### src/rtl/mips_fetch_ir.sv
// ---------------------------------------------------------------------------
// mips_fetch_ir
//
// Instruction fetch / instruction-register stage that feeds mips_decode.
// It holds the program counter and requests one word at a time from
// instruction memory over a req/ack handshake. The returned word is latched
// into the IR and sliced into the MIPS fields used by the decoder and the
// register file. When the decoder reports an unrecognised instruction, the
// stage stops and stays stopped until reset.
//
// Parameters:
//   RESET_PC   PC loaded on reset (word aligned)
//   PC_STEP    PC increment after each accepted instruction
//
// Ports:
//   clock        system clock, rising-edge active
//   reset        asynchronous, active-low reset
//   imem_req     fetch request to instruction memory, held until ack
//   imem_addr    fetch address (equals pc)
//   imem_ack     memory returns imem_data this cycle
//   imem_data    instruction word returned by memory
//   inst_valid   IR holds an instruction for the decoder
//   inst_ready   decoder consumes the IR this cycle
//   except       decoder flags the current IR as unrecognised
//   opcode/rs/rt/rd/funct/imm   field slices of the IR
//   pc           address of the IR instruction or of the pending fetch
//   halted       sticky stop flag
// ---------------------------------------------------------------------------
module mips_fetch_ir #(
    parameter logic [31:0] RESET_PC = 32'h0040_0000,
    parameter logic [31:0] PC_STEP  = 32'd4
) (
    input  logic        clock,
    input  logic        reset,
    output logic        imem_req,
    output logic [31:0] imem_addr,
    input  logic        imem_ack,
    input  logic [31:0] imem_data,
    output logic        inst_valid,
    input  logic        inst_ready,
    input  logic        except,
    output logic [5:0]  opcode,
    output logic [4:0]  rs,
    output logic [4:0]  rt,
    output logic [4:0]  rd,
    output logic [5:0]  funct,
    output logic [15:0] imm,
    output logic [31:0] pc,
    output logic        halted
);

    typedef enum logic [1:0] {
        FETCH = 2'd0,
        HOLD  = 2'd1,
        HALT  = 2'd2
    } state_t;

    state_t      state_q, state_d;
    logic [31:0] pc_q, pc_d;
    logic [31:0] ir_q, ir_d;

    // armed_q keeps imem_req low while reset is held and during the gap up to
    // the first rising edge after release; memory never sees a request in
    // that window, and any ack there is ignored.
    logic        armed_q;

    // State, PC, IR and the arming flag. Reset is asynchronous so a stage
    // caught mid-fetch or mid-hold drops back immediately.
    always_ff @(posedge clock or negedge reset) begin
        if (!reset) begin
            state_q <= FETCH;
            pc_q    <= RESET_PC;
            ir_q    <= '0;
            armed_q <= 1'b0;
        end else begin
            state_q <= state_d;
            pc_q    <= pc_d;
            ir_q    <= ir_d;
            armed_q <= 1'b1;
        end
    end

    // Next-state logic. In HOLD the except check comes before inst_ready, so
    // a faulting instruction is never consumed and the pc stays on it.
    always_comb begin
        state_d = state_q;
        pc_d    = pc_q;
        ir_d    = ir_q;
        case (state_q)
            FETCH: begin
                if (armed_q && imem_ack) begin
                    ir_d    = imem_data;
                    state_d = HOLD;
                end
            end
            HOLD: begin
                if (except) begin
                    state_d = HALT;
                end else if (inst_ready) begin
                    pc_d    = pc_q + PC_STEP;
                    state_d = FETCH;
                end
            end
            HALT: begin
                state_d = HALT;
            end
            default: begin
                state_d = HALT;
            end
        endcase
    end

    // Handshake and status outputs decoded from the current state.
    always_comb begin
        imem_req   = (state_q == FETCH) && armed_q;
        imem_addr  = pc_q;
        inst_valid = (state_q == HOLD);
        halted     = (state_q == HALT);
        pc         = pc_q;
    end

    // The field outputs are plain IR slices. They are meaningful only while
    // inst_valid is high; otherwise they show the stale IR.
    always_comb begin
        opcode = ir_q[31:26];
        rs     = ir_q[25:21];
        rt     = ir_q[20:16];
        rd     = ir_q[15:11];
        funct  = ir_q[5:0];
        imm    = ir_q[15:0];
    end

endmodule
### config.mk
export PLATFORM = sky130hd
export DESIGN_NAME = mips_fetch_ir
export DESIGN_NICKNAME = d
export VERILOG_FILES = /design/src/rtl/mips_fetch_ir.sv
export SDC_FILE = /design/constraint.sdc
export NUM_CORES = 1
export LEC_CHECK = 0
export BUFFER_PORTS_ARGS = -buffer_cell sky130_fd_sc_hd__buf_2
export CORE_AREA = 2 2 97 99
export DETAILED_ROUTE_END_ITERATION = 6
export DIE_AREA = 0 0 99 101
export HOLD_SLACK_MARGIN = 0.15
export PLACE_DENSITY = 0.74
export SYNTH_ARGS = -nofsm -noshare
export SYNTH_HDL_FRONTEND = slang
export SYNTH_SLANG_ARGS = --single-unit
### constraint.sdc
create_clock -name clock -period 1.7 [get_ports clock]
set_clock_uncertainty 0.1 [all_clocks]
set_input_delay 0.255 -clock clock [delete_from_list [all_inputs] [get_ports clock]]
set_output_delay 0.255 -clock clock [all_outputs]
set_load 0.005 [all_outputs]
==> impl_results.md, run 1 <==
* Total power draw at 5070 uW
* ANT nets after route at 0
* Top cells by area, synth: dfrtp_1 53%, buf_4 12%, mux2_2 12%, xnor2_1 6.9%, nand3_1 2.6%
* Ys flop type: dfrtp_1
* Global Route Usage Sum at between 10% and 20%
* Synthesized flop and latch total at 65
* Number of synthesized flops with an enable pin at 0
* Leakage at approximately 0.0023 uW
* Max Cap Viol at 0
* HP Start: inst_ready
* DP HPWL at around 4.7 mm
* Ports at between 100 and 150
* CTS max path bufs at 2
* Fill cells at between 800 and 900
* Via count at 2368
* Post-synthesis sequential area ratio at between 50% and 60%
* Req. time, crit path at about 1.8 ns
* Initial Util at about a third
* Synthesized area per cell at 12.4 um2
* CP Capture Type: flop
* WP data arrival at approximately 1.8 ns
* Die width at 99 um
* Vias in the first global route at between 2000 and 2500
* Peak VDD IR at 0.616 mV
* Clock transition at path regs at around 0.08 ns
* Hold path cells at 4
* Sink Count at 65
* Setup Crit Path Kind: flop to flop
* N_diodes at 0
* Detailed Routing Iterations Pass 1 at 4
* TritonCTS clock tree: yes
* Die area at ~10000 um2
* Antenna violations before repair at 0
* Worst Reg-to-Reg Cells at 6
* DRC viols at 0
* Cells after Synth at roughly 250
* Placed cells at between 400 and 500
* Nets@finish at roughly 440
* Clk Latency, worst-skew pair at 0.33 ns
* Non-Filler Instances at 522
* Yosys warns at 0
* Post-synth cell types at 26
* Post-Route WL at just over 7 mm
* Max Clock Freq at roughly 610 MHz
* DRT iter0 DRCs at between 40 and 50
* First-pass GRT wire length at between 10 and 15 mm
* Tightest Hold Check Type: input port to flop
* Pre-CTS setup slack at -0.0349 ns
* Setup crit end: imem_addr[31]$_DFFE_PN0P_
* Routability congestion estimate at approximately 0.74
* Routed wire per std cell at between 10 and 15 um
* Synth Cell Area at 3050 um2
* Fin. Hold Viols at 0
* Largest net degree at the start of global routing at between 60 and 70
* Row count at 35
* Async set or reset register ratio after synthesis at between 90% and 100%
* Fin worst setup slack at about 0.052 ns
* H-tree levels at 3
* Reg-to-reg endpoint: imem_addr[31]$_DFFE_PN0P_
* Global route total overflow at 0
* Unrepaired setup endpoints after global routing: yes
* Outcome: complete, no violations
* Vias per cell at around 4.5
* Post-route minimum period at ~1.6 ns
* Clock root buffer: clkbuf_8
* Slew Limit Fails at 0
* CP max FO at 5
* Pwr per Cell Area at roughly 1200 nW/um2
* CTS buffer count at 9
* Critical R2R Launch: state_q[1]$_DFFE_PN0P_
* # port buffers at approximately 140
* Crit start category: flop
* Fin crit share at between 90% and 100%
* Synth top area share at between 50% and 60%
* Setup violators final at 0
* Final core utilization at approximately half
* Layout cell share with drive strength beyond 1 at 56.2%
* Reg-to-reg slack, setup at between 0.05 and 0.06 ns
* Dominant cell type by area after synthesis: dfrtp_1
* Die Y at 101 um
* Worst setup startpoint: state_q[1]$_DFFE_PN0P_
* Area Growth Syn to Fin at 43.2%
* Core area at around 9000 um2
-- cell type report --
| class | instances | area (um2) | area share, % |
|---|---|---|---|
| Clock inverter | 6 | 90.1 | 2.07 |
| Timing Repair Buffer | 200 | 1290 | 29.5 |
| Tap cell | 111 | 139 | 3.19 |
| Multi-Input combinational cell | 130 | 1080 | 24.7 |
| Sequential cell | 65 | 1630 | 37.4 |
| Clock buffer | 10 | 138 | 3.16 |
-- cells in the mapped netlist (2+ instances only) --
| cell type | number |
|---|---|
| xnor2_1 | 24 |
| buf_2 | 2 |
| nor3_1 | 3 |
| mux2_2 | 32 |
| xor2_1 | 5 |
| nor2_1 | 4 |
| and2_1 | 2 |
| and2b_2 | 2 |
| nor4_4 | 2 |
| buf_6 | 3 |
| and3_1 | 5 |
| buf_4 | 48 |
| nand3_1 | 16 |
| nand2_1 | 13 |
| conb_1 | 2 |
| dfrtp_1 | 64 |
| nand4_1 | 9 |
-- flip-flops by register name (all words and copies together), names as in the netlist --
register,flops
ir_q,32
state_q,2
armed_q,1
imem_addr,30
-- power by group --
| group | leakage, uW | switching [uW] | internal [uW] |
|---|---|---|---|
| logic | 0.00134 | 527 | 841 |
| clock network | 0.000113 | 633 | 871 |
| registers | 0.000824 | 233 | 1960 |
-- stage by stage --
stage	setup TNS (ns)	hold slack [ns]	instance area (um2)
4_1_cts	-0.0830	0.237	4270
3_5_place_dp	-0.829	0.199	3660
5_1_grt	-0.163	0.252	4360
3_3_place_gp	0	0.201	3660
2_1_floorplan	0	-0.141	3060
6_report	0	0.253	4360
-- critical path, stage by stage (launching register included) --
cell and delay, ns:
dfrtp_1 0.40, nand4bb_1 0.23, buf_6 0.17, nor4_4 0.19, buf_4 0.21, nand4_1 0.10, xnor2_1 0.15
-- cell families after synthesis --
logic type	Yosys count	synth area share, %
DFF	65	53.5
and+or+nand+nor	61	11.9
buffers and inverters	53	13.3
muxes	32	11.8
xor gates and xnor gates	29	8.34
other	2	0.247
AOI/OAI and AO/OA	2	0.534
adders and majority gates	1	0.411
-- worst min-delay path by stage --
stage	to	slack (ns)
final	imem_addr[3]$_DFFE_PN0P_	0.25
after global routing	imem_addr[3]$_DFFE_PN0P_	0.25
after CTS	imem_addr[3]$_DFFE_PN0P_	0.24
after detailed placement	imem_addr[25]$_DFFE_PN0P_	0.20
after global placement	imem_addr[26]$_DFFE_PN0P_	0.20
after floorplan	armed_q$_DFF_PN0_	-0.14
-- per-layer routing --
metal / track usage [%] / share of wire [%] / vias to the layer above
li1: - / - / 1102
met4: 4.43 / 1.4 / 0
met2: 24.6 / 51 / 77
met1: 16.7 / 42 / 1179
met3: 4.23 / 5.3 / 10
met5: 0 / 0 / -
-- cells in the final DEF, fill, tap and decap left out, drive strengths merged, types with 2 or more instances in the layout --
cell,n
clkbuf,11
a21o,2
nand2,13
nand4,9
and2b,2
bufinv,2
clkinv,2
nor2,4
nand3,16
nor3,3
mux2,32
dfrtp,64
conb,5
xnor2,24
buf,164
xor2,5
and2,2
dlygate4sd3,35
and3,5
nor4,3
-- what timing repair did --
| action | CTS | global route |
|---|---|---|
| pin swaps | 3 | 5 |
| hold buffers | 35 | 0 |
| gates resized for setup | 4 | 15 |
| endpoints found under the setup margin | 47 | 53 |
| cloned | 1 | 2 |
| setup buffers | 1 | 1 |
| endpoints found under the hold margin | 99 | 0 |
Power figures use the tool's default switching activity.
==> inputs of run 2 (changes only) <==
--- a/config.mk
+++ b/config.mk
@@ -10,7 +10,10 @@
 export DETAILED_ROUTE_END_ITERATION = 6
 export DIE_AREA = 0 0 99 101
 export HOLD_SLACK_MARGIN = 0.15
+export MAX_ROUTING_LAYER = met4
 export PLACE_DENSITY = 0.74
+export REMOVE_ABC_BUFFERS = 1
+export SLEW_MARGIN = 20
 export SYNTH_ARGS = -nofsm -noshare
 export SYNTH_HDL_FRONTEND = slang
 export SYNTH_SLANG_ARGS = --single-unit
==> run 2 against run 1 <==
Count of clock-buffer cells in the layout grew 2. Global-route usage shrank 0.84 points. Non-clock buffer count grew 1. Wire length shrank 3.3%. Critical path depth shrank 2. Highest routed layer unchanged.
==> impl_results.md, run 2 (same netlist as run 1, synthesis figures left out) <==
* Routed wire per std cell at 13.3 um
* # port buffers at between 100 and 150
* Logic pwr share at ~28%
* Initial Util at between 30% and 40%
* Fin area at around 4400 um2
* CP Capture Type: flop
* CP max FO at 16
* Crit start category: flop
* CTS buffer count at 9
* Vias per cell at ~4.4
* Slew Limit Fails at 0
* Nets@finish at around 450
* Vias in the first global route at 2188
* H-tree levels at 3
* Detailed Routing Iterations Pass 1 at 5
* Ports at between 100 and 150
* WP data arrival at between 1.5 and 2 ns
* Final core utilization at 48.7%
* Setup Crit Path Kind: flop to flop
* Routability congestion estimate at around 0.76
* Unrepaired setup endpoints after global routing: yes
* Number of flip-flops in the largest register at 32
* Die width at slightly below 100 um
* Peak VDD IR at between 0.3 and 0.4 mV
* Tightest Hold Check Type: input port to flop
* Core area at 8980 um2
* N_diodes at 0
* Clock transition at path regs at roughly 0.07 ns
* Global route total overflow at 0
* Via count at 2314
* Sw frac at around 27%
* Largest register by flop count: ir_q
* Outcome: complete, no violations
* DRT iter0 DRCs at 56
* Req. time, crit path at approximately 1.8 ns
* Int Power at 3610 uW
* Area after DPL at around 3700 um2
* TritonCTS clock tree: yes
* Die Y at 101 um
* Antenna violations before repair at 0
* Sink Count at 65
* Row count at 35
* Global Route Usage Sum at a little over an eighth
* Most frequent cells in the layout: 142 x buf_2, 62 x dfrtp_1, 34 x dlygate4sd3_1, 32 x mux2_2, 24 x xnor2_1
* Max Clock Freq at approximately 600 MHz
* Leakage at around 0.0023 uW
* Clock share of power at about 28%
* Area Growth Syn to Fin at 43.6%
* Setup violators final at 0
* Layout cell share with drive strength beyond 1 at ~56%
* Sw power at 1350 uW
* ANT nets after route at 0
* Pwr per Cell Area at roughly 1100 nW/um2
* Die area at 10000 um2
* Most common cell after layout, fill and taps aside: buf_2
* Max Cap Viol at 0
* Setup TNS at 0 ns
* Fin crit share at 98.7%
* Post-route minimum period at around 1.7 ns
* First-pass GRT wire length at slightly above 10 mm
* Fin. Hold Viols at 0
* DRC viols at 0
* DP HPWL at around 4.6 mm
* Clk Latency, worst-skew pair at ~0.33 ns
* Largest net degree at the start of global routing at 37
* Clock root buffer: clkbuf_8
* Fill cells at ~800
* Reg power frac at 44.5%
* Hold_ws at roughly 0.20 ns
* CTS max path bufs at 2
* Post-Route WL at 6.96 mm
==> run 2: cell types whose count changed in the layout (fill, tap and decap cells not counted), sizes merged <==
cell	previous run	this run
inv	1	0
clkinv	2	1
clkbuf	11	14
bufinv	2	1
buf	164	165
clkinvlp	1	2
dlygate4sd3	35	34
==> run 2: worst paths after layout <==
path,startpoint,to,slack [ns],depth (start not counted)
max,state_q[0]$_DFFE_PN0P_,ir_q[8]$_DFFE_PN0P_,0.02,4
min in group asynchronous,reset,ir_q[15]$_DFFE_PN0P_,0.39,3
min,inst_ready,state_q[0]$_DFFE_PN0P_,0.20,3
min reg2reg,imem_addr[31]$_DFFE_PN0P_,imem_addr[31]$_DFFE_PN0P_,0.40,1
max in group asynchronous,reset,imem_addr[4]$_DFFE_PN0P_,0.73,3
max reg2reg,state_q[0]$_DFFE_PN0P_,ir_q[8]$_DFFE_PN0P_,0.02,4
==> run 2: critical path, cell delays in order (launching register included) <==
cell       delay, ns
dfrtp_2         0.46
nor3b_2         0.24
and2_4          0.22
clkbuf_16       0.19
mux2_2          0.35
==> run 2: metrics by stage <==
step                total power (uW)  setup WS [ns]  std cells
CTS                             4960         0.0249        518
global route                    5270        -0.0513        523
finish                          4950         0.0223        523
global placement                3460        -0.0375        468
detailed placement              3510        -0.0573        468
floorplan                       2730         -0.455        195
==> run 2: layout make-up <==
cell class / count / area, um2 / share of cell area, %
tap: 111 / 139 / 3.18
multi-input combinational: 130 / 1070 / 24.6
timing repair buffer: 201 / 1320 / 30.1
sequential: 65 / 1630 / 37.3
clock buffer: 12 / 165 / 3.78
clock inverter: 4 / 50.0 / 1.14
==> run 2: repair_timing <==
action,CTS,global route
resized for setup,3,8
gates cloned,0,2
setup endpoints to repair,47,40
endpoints found under the hold margin,98,0
buffers inserted,0,3
hold buffers,34,0
pin swaps,2,3
==> run 2: layer usage <==
metal,up-vias,share of wire [%],routed length [um],global-route usage (%)
met2,106,51,3560,22.7
met3,9,7.3,507,3.12
met4,0,1.3,91,5.37
li1,1107,-,-,-
met1,1092,40,2810,15.0
met5,-,0,0,-
==> run 2: power groups by stage <==
stage | logic (uW) | clock network [uW] | registers, uW
after floorplan | 434 | 0 | 2300
after global placement | 1270 | 0 | 2190
after detailed placement | 1290 | 0 | 2220
after CTS | 1360 | 1410 | 2190
after global routing | 1530 | 1490 | 2260
final | 1390 | 1360 | 2210
